===== config.mk =====
export PLATFORM = sky130hd
export DESIGN_NAME = sram_arbiter
export DESIGN_NICKNAME = d
export VERILOG_FILES = /design/src/rtl/sram_arbiter.sv
export SDC_FILE = /design/constraint.sdc
export NUM_CORES = 1
export LEC_CHECK = 0
export BUFFER_PORTS_ARGS = -buffer_cell sky130_fd_sc_hd__buf_2
export CORE_ASPECT_RATIO = 0.8
export CORE_MARGIN = 2
export CORE_UTILIZATION = 46
export CTS_BUF_LIST = sky130_fd_sc_hd__clkbuf_16
export DETAILED_ROUTE_END_ITERATION = 7
export PLACE_DENSITY = 0.76
export SETUP_SLACK_MARGIN = 0.3
export SYNTH_ARGS = -nofsm -noshare
export SYNTH_HDL_FRONTEND = slang
export SYNTH_SLANG_ARGS = --single-unit

===== constraint.sdc =====
create_clock -name clk_clk -period 1.7 [get_ports clk_clk]
set_input_delay 0.255 -clock clk_clk [delete_from_list [all_inputs] [get_ports clk_clk]]
set_output_delay 0.255 -clock clk_clk [all_outputs]
set_load 0.05 [all_outputs]

===== src/rtl/sram_arbiter.sv =====
// Shares one asynchronous 8-bit SRAM between the Atari cartridge bus (strict-priority reads)
// and the Nios II host (Avalon-MM reads/writes). All SRAM pins and returned data are registered.
module sram_arbiter #(
  parameter int ADDR_W    = 20,
  parameter int RD_CYCLES = 2,
  parameter int WR_CYCLES = 2
) (
  input  logic              clk_clk,
  input  logic              reset_reset_n,
  input  logic              atari_bus_driven,
  input  logic              atari_sram_enable,
  input  logic [ADDR_W-1:0] atari_sram_addr,
  output logic [7:0]        atari_sram_data,
  input  logic [ADDR_W-1:0] avs_address,
  input  logic              avs_read,
  input  logic              avs_write,
  input  logic [7:0]        avs_writedata,
  output logic [7:0]        avs_readdata,
  output logic              avs_waitrequest,
  output logic [ADDR_W-1:0] sram_addr,
  input  logic [7:0]        sram_dq_in,
  output logic [7:0]        sram_dq_out,
  output logic              sram_dq_oe,
  output logic              sram_ce,
  output logic              sram_oe_n,
  output logic              sram_we_n
);

  typedef enum logic [2:0] {
    IDLE, A_RD, H_RD, H_WR_SETUP, H_WR_PULSE, H_WR_HOLD, H_DONE
  } state_e;

  localparam int MAX_CYC = (RD_CYCLES > WR_CYCLES) ? RD_CYCLES : WR_CYCLES;
  localparam int CNT_W   = (MAX_CYC > 1) ? $clog2(MAX_CYC) : 1;
  localparam logic [CNT_W-1:0] RD_LAST = CNT_W'(RD_CYCLES - 1);
  localparam logic [CNT_W-1:0] WR_LAST = CNT_W'(WR_CYCLES - 1);

  state_e              state_q, state_d;
  logic [CNT_W-1:0]    cnt_q, cnt_d;
  logic [ADDR_W-1:0]   addr_q, addr_d;
  logic [7:0]          dq_out_q, dq_out_d;
  logic                dq_oe_q, dq_oe_d;
  logic                ce_q, ce_d;
  logic                oe_n_q, oe_n_d;
  logic                we_n_q, we_n_d;
  logic                wait_q, wait_d;
  logic [7:0]          atari_data_q, atari_data_d;
  logic [7:0]          host_data_q, host_data_d;
  logic [ADDR_W-1:0]   last_addr_q, last_addr_d;
  logic                valid_q, valid_d;
  logic                atari_pending;

  // A held address that was already fetched is not re-read; a new address or re-enable is.
  assign atari_pending = atari_sram_enable &&
                         (!valid_q || (atari_sram_addr != last_addr_q));

  always_comb begin
    // NOTE: every _d signal gets a default here so no branch can leave one unassigned and infer a latch.
    state_d      = state_q;
    cnt_d        = '0;
    addr_d       = addr_q;
    dq_out_d     = dq_out_q;
    dq_oe_d      = 1'b0;
    ce_d         = 1'b0;
    oe_n_d       = 1'b1;
    we_n_d       = 1'b1;
    wait_d       = 1'b1;
    atari_data_d = atari_data_q;
    host_data_d  = host_data_q;
    last_addr_d  = last_addr_q;
    valid_d      = valid_q && atari_sram_enable;

    unique case (state_q)
      IDLE: begin
        if (atari_pending) begin
          state_d = A_RD;
          addr_d  = atari_sram_addr;
          ce_d    = 1'b1;
          oe_n_d  = 1'b0;
        end else if ((avs_read || avs_write) && !atari_bus_driven) begin
          addr_d = avs_address;
          ce_d   = 1'b1;
          if (avs_read) begin
            state_d = H_RD;
            oe_n_d  = 1'b0;
          end else begin
            state_d  = H_WR_SETUP;
            dq_out_d = avs_writedata;
            dq_oe_d  = 1'b1;
          end
        end
      end

      A_RD: begin
        if (cnt_q == RD_LAST) begin
          state_d      = IDLE;
          atari_data_d = sram_dq_in;
          last_addr_d  = addr_q;
          valid_d      = 1'b1;
        end else begin
          cnt_d  = cnt_q + CNT_W'(1);
          ce_d   = 1'b1;
          oe_n_d = 1'b0;
        end
      end

      H_RD: begin
        if (cnt_q == RD_LAST) begin
          state_d     = H_DONE;
          host_data_d = sram_dq_in;
          wait_d      = 1'b0;
        end else begin
          cnt_d  = cnt_q + CNT_W'(1);
          ce_d   = 1'b1;
          oe_n_d = 1'b0;
        end
      end

      H_WR_SETUP: begin
        state_d = H_WR_PULSE;
        ce_d    = 1'b1;
        dq_oe_d = 1'b1;
        we_n_d  = 1'b0;
      end

      H_WR_PULSE: begin
        ce_d    = 1'b1;
        dq_oe_d = 1'b1;
        if (cnt_q == WR_LAST) begin
          state_d = H_WR_HOLD;
        end else begin
          cnt_d  = cnt_q + CNT_W'(1);
          we_n_d = 1'b0;
        end
      end

      H_WR_HOLD: begin
        state_d = H_DONE;
        wait_d  = 1'b0;
      end

      H_DONE:  state_d = IDLE;
      default: state_d = IDLE;
    endcase
  end

  always_ff @(posedge clk_clk or negedge reset_reset_n) begin
    // NOTE: state is updated with non-blocking assignments so every flop samples pre-edge values.
    if (!reset_reset_n) begin
      state_q      <= IDLE;
      cnt_q        <= '0;
      addr_q       <= '0;
      dq_out_q     <= '0;
      dq_oe_q      <= 1'b0;
      ce_q         <= 1'b0;
      oe_n_q       <= 1'b1;
      we_n_q       <= 1'b1;
      wait_q       <= 1'b1;
      atari_data_q <= '0;
      host_data_q  <= '0;
      last_addr_q  <= '0;
      valid_q      <= 1'b0;
    end else begin
      state_q      <= state_d;
      cnt_q        <= cnt_d;
      addr_q       <= addr_d;
      dq_out_q     <= dq_out_d;
      dq_oe_q      <= dq_oe_d;
      ce_q         <= ce_d;
      oe_n_q       <= oe_n_d;
      we_n_q       <= we_n_d;
      wait_q       <= wait_d;
      atari_data_q <= atari_data_d;
      host_data_q  <= host_data_d;
      last_addr_q  <= last_addr_d;
      valid_q      <= valid_d;
    end
  end

  assign sram_addr       = addr_q;
  assign sram_dq_out     = dq_out_q;
  assign sram_dq_oe      = dq_oe_q;
  assign sram_ce         = ce_q;
  assign sram_oe_n       = oe_n_q;
  assign sram_we_n       = we_n_q;
  assign avs_waitrequest = wait_q;
  assign avs_readdata    = host_data_q;
  assign atari_sram_data = atari_data_q;

endmodule


==> results.md <==
* Number of CTS-inserted buffers at 9
* Min Tclk post-route at 2010 ps
* Syn avg cell area at 11.8 µm²
* Leak pwr at 2.56 nW
* # clock sinks at 74
* WP data arrival at 2230 ps
* Worst setup margin at -315 ps
* Outcome: finished, violations left
* Die Area at 8160 µm²
* Clk root buf: clkbuf_16
* Via count at 2736
* Worst setup EP type: register
* Layout cells sized above 1 at 56.1%
* Setup Viol. Count Final at 31
* Post-synthesis cell count at 291
* Ys Warns at 0
* Final Hold Vio Count at 0
* Die width at 100 µm
* Final GP Congestion at 0.881
* Initial Util at 46.8%
* Antenna cells at 0
* Post-Syn Area at 3420 µm²
* Power Total at 0.0114 W
* Io pins at 111
* Post-Syn Nets at 353
* Final HPWL DP at 5.57 mm
* Max clock buf depth at 2
* WL per Instance at 16.6 µm
* Setup TNS Final at -7790 ps
* GRT Resource Usage Total at 20.0%
* Yosys reg bits at 74
* Post-synth top area share at 51.9%
* Initial antenna violation count at 0
* H-tree level count at 3
* Hold Path Class: in -> reg
* Vias in the first global route at 2542
* PwrDens at 2230 nW/µm²
* Max_slew headroom at 62.1%
* Largest net degree at the start of global routing at 35
* Count of cell types in the netlist at 34
* Core area at 7320 µm²
* EDFF count, synth at 0
* Top post-synthesis cells by area: dfrtp_1, mux2_2, xnor2_1, o221ai_1, inv_1
* RSZ-0062 raised after global routing: true
* Critical path class: reg -> reg
* Share of synthesized flip-flops with an asynchronous set or reset at 100%
* Routed vias/inst at 5.14
* Failing checks: negative setup slack
* WHS at 160 ps
* DRC at 0
* Num rows at 28
* Die height at 81.2 µm
* Post-DRT Antenna Nets at 0
* Synthesis-to-layout area growth at 49.4%
* Req. time, crit path at 1910 ps
* Main synth FF type: dfrtp_1
* Initial drt markers at 104
* MaxCap Viol Count at 0
* Clock Skew at 6.86 ps
* Synth area leader: dfrtp_1
* Crit path max fanout at 8
* Startpoint types: register
* Fmax at 496 MHz
* Worst slack, placed at -252 ps
* Most frequent cells in the layout: buf_2, dfrtp_1, inv_1
* Crit share post-route at 119%
* Buffers on Ports at 110
* Drt total wl at 8.85 mm
* Slew @ Worst Pin at 569 ps
* CTS clk-pin slew, worst paths at 60 ps
* Remaining global-route overflow at 0
* Fin nets at 499
* Cells after DPL at 495
* Commonest non-fill, non-tap cell in the layout: buf_2
* Final Non-Filler Cells at 532
* Slew Viols, Final at 0
* Register area share after synthesis at 54.2%
* Global-route wire length before repair at 12.5 mm
* Worst-Skew Late Latency at 330 ps
* Drt first pass iters at 4
* Maximum vdd drop at 0.00121 V
* CTS tree: yes
==> registers in the layout, summed over array words and instances, names as in the netlist <==
name / flops
atari_sram_data: 8
avs_readdata: 8
avs_waitrequest: 1
cnt_q: 1
last_addr_q: 20
sram_addr: 20
sram_ce: 1
sram_dq_oe: 1
sram_dq_out: 8
sram_oe_n: 1
sram_we_n: 1
state_q: 3
valid_q: 1
==> power by group <==
part           internal [W]  leakage [nW]  switching [W]
Clock               0.00157         0.172       0.000704
Sequential          0.00263         0.910       0.000605
Combinational       0.00232          1.48        0.00356
Total               0.00652          2.56        0.00487
==> logic make-up after synthesis <==
| logic type | after synthesis | share of synthesized area (%) |
|---|---|---|
| xor gates and xnor gates | 21 | 5.37 |
| and+or+nand+nor | 48 | 7.05 |
| DFF | 74 | 54.2 |
| buffers and inverters | 60 | 8.37 |
| AOI/OAI and AO/OA | 44 | 10.6 |
| muxes | 44 | 14.5 |
==> metal layers <==
layer  share of wire [%]  vias to the layer above  GRT usage (%)
met5                   0                        -              0
li1                    -                     1282              -
met1                  45                     1353           25.7
met4                 1.1                        0           4.93
met2                  49                       92           33.5
met3                 4.8                        9           5.77
==> cell usage after synthesis, types with 3 or more instances <==
cell      number
a21oi_1        6
buf_2          3
buf_6          5
clkbuf_1       4
dfrtp_1       71
dfstp_2        3
inv_1         46
mux2_2        44
nand2_1       25
nand3_1        3
nand4_1        4
nor2_1         9
nor3_1         3
o221ai_1      20
xnor2_1       21
==> worst max-delay path, stage by stage, from the launching register on <==
cell      delay, ps
dfrtp_1         410
xnor2_2         160
nand4_1         210
nor4_4          380
a21oi_2         150
nand3b_4        250
mux2_4          330
==> area by class of cell <==
| class | count | area (µm²) |
|---|---|---|
| Fill cell | 510 | 2210 |
| Sequential cell | 74 | 1860 |
| Multi-Input combinational cell | 157 | 1630 |
| Timing Repair Buffer | 149 | 987 |
| Clock buffer | 9 | 225 |
| Inverter | 46 | 173 |
| Clock inverter | 7 | 131 |
| Tap cell | 90 | 113 |
==> stage by stage <==
step	util (%)	instance area, µm²
final	69.9	5110
after global routing	69.9	5110
after CTS	64.8	4750
after detailed placement	59.1	4320
after global placement	59.1	4320
after floorplan	-	3610
==> what timing repair did <==
action	in CTS	in global routing
cloned	0	6
resized for setup	8	53
pin swaps	9	9
endpoints found under the hold margin	30	0
endpoints found under the setup margin	69	69
hold buffers	1	0
buffers inserted	2	12
==> final timing paths <==
path                                   from              to  slack, ps  depth (start not counted)
max                         last_addr_q[11]  sram_dq_out[0]       -310                          6
min                        avs_writedata[0]  sram_dq_out[0]        160                          2
max reg2reg                 last_addr_q[11]  sram_dq_out[0]       -310                          6
min reg2reg                         valid_q         valid_q        490                          1
max in group asynchronous     reset_reset_n       sram_oe_n        690                          3
min in group asynchronous     reset_reset_n   sram_addr[10]        420                          2
Note: power is estimated with default switching activity, not from simulation.
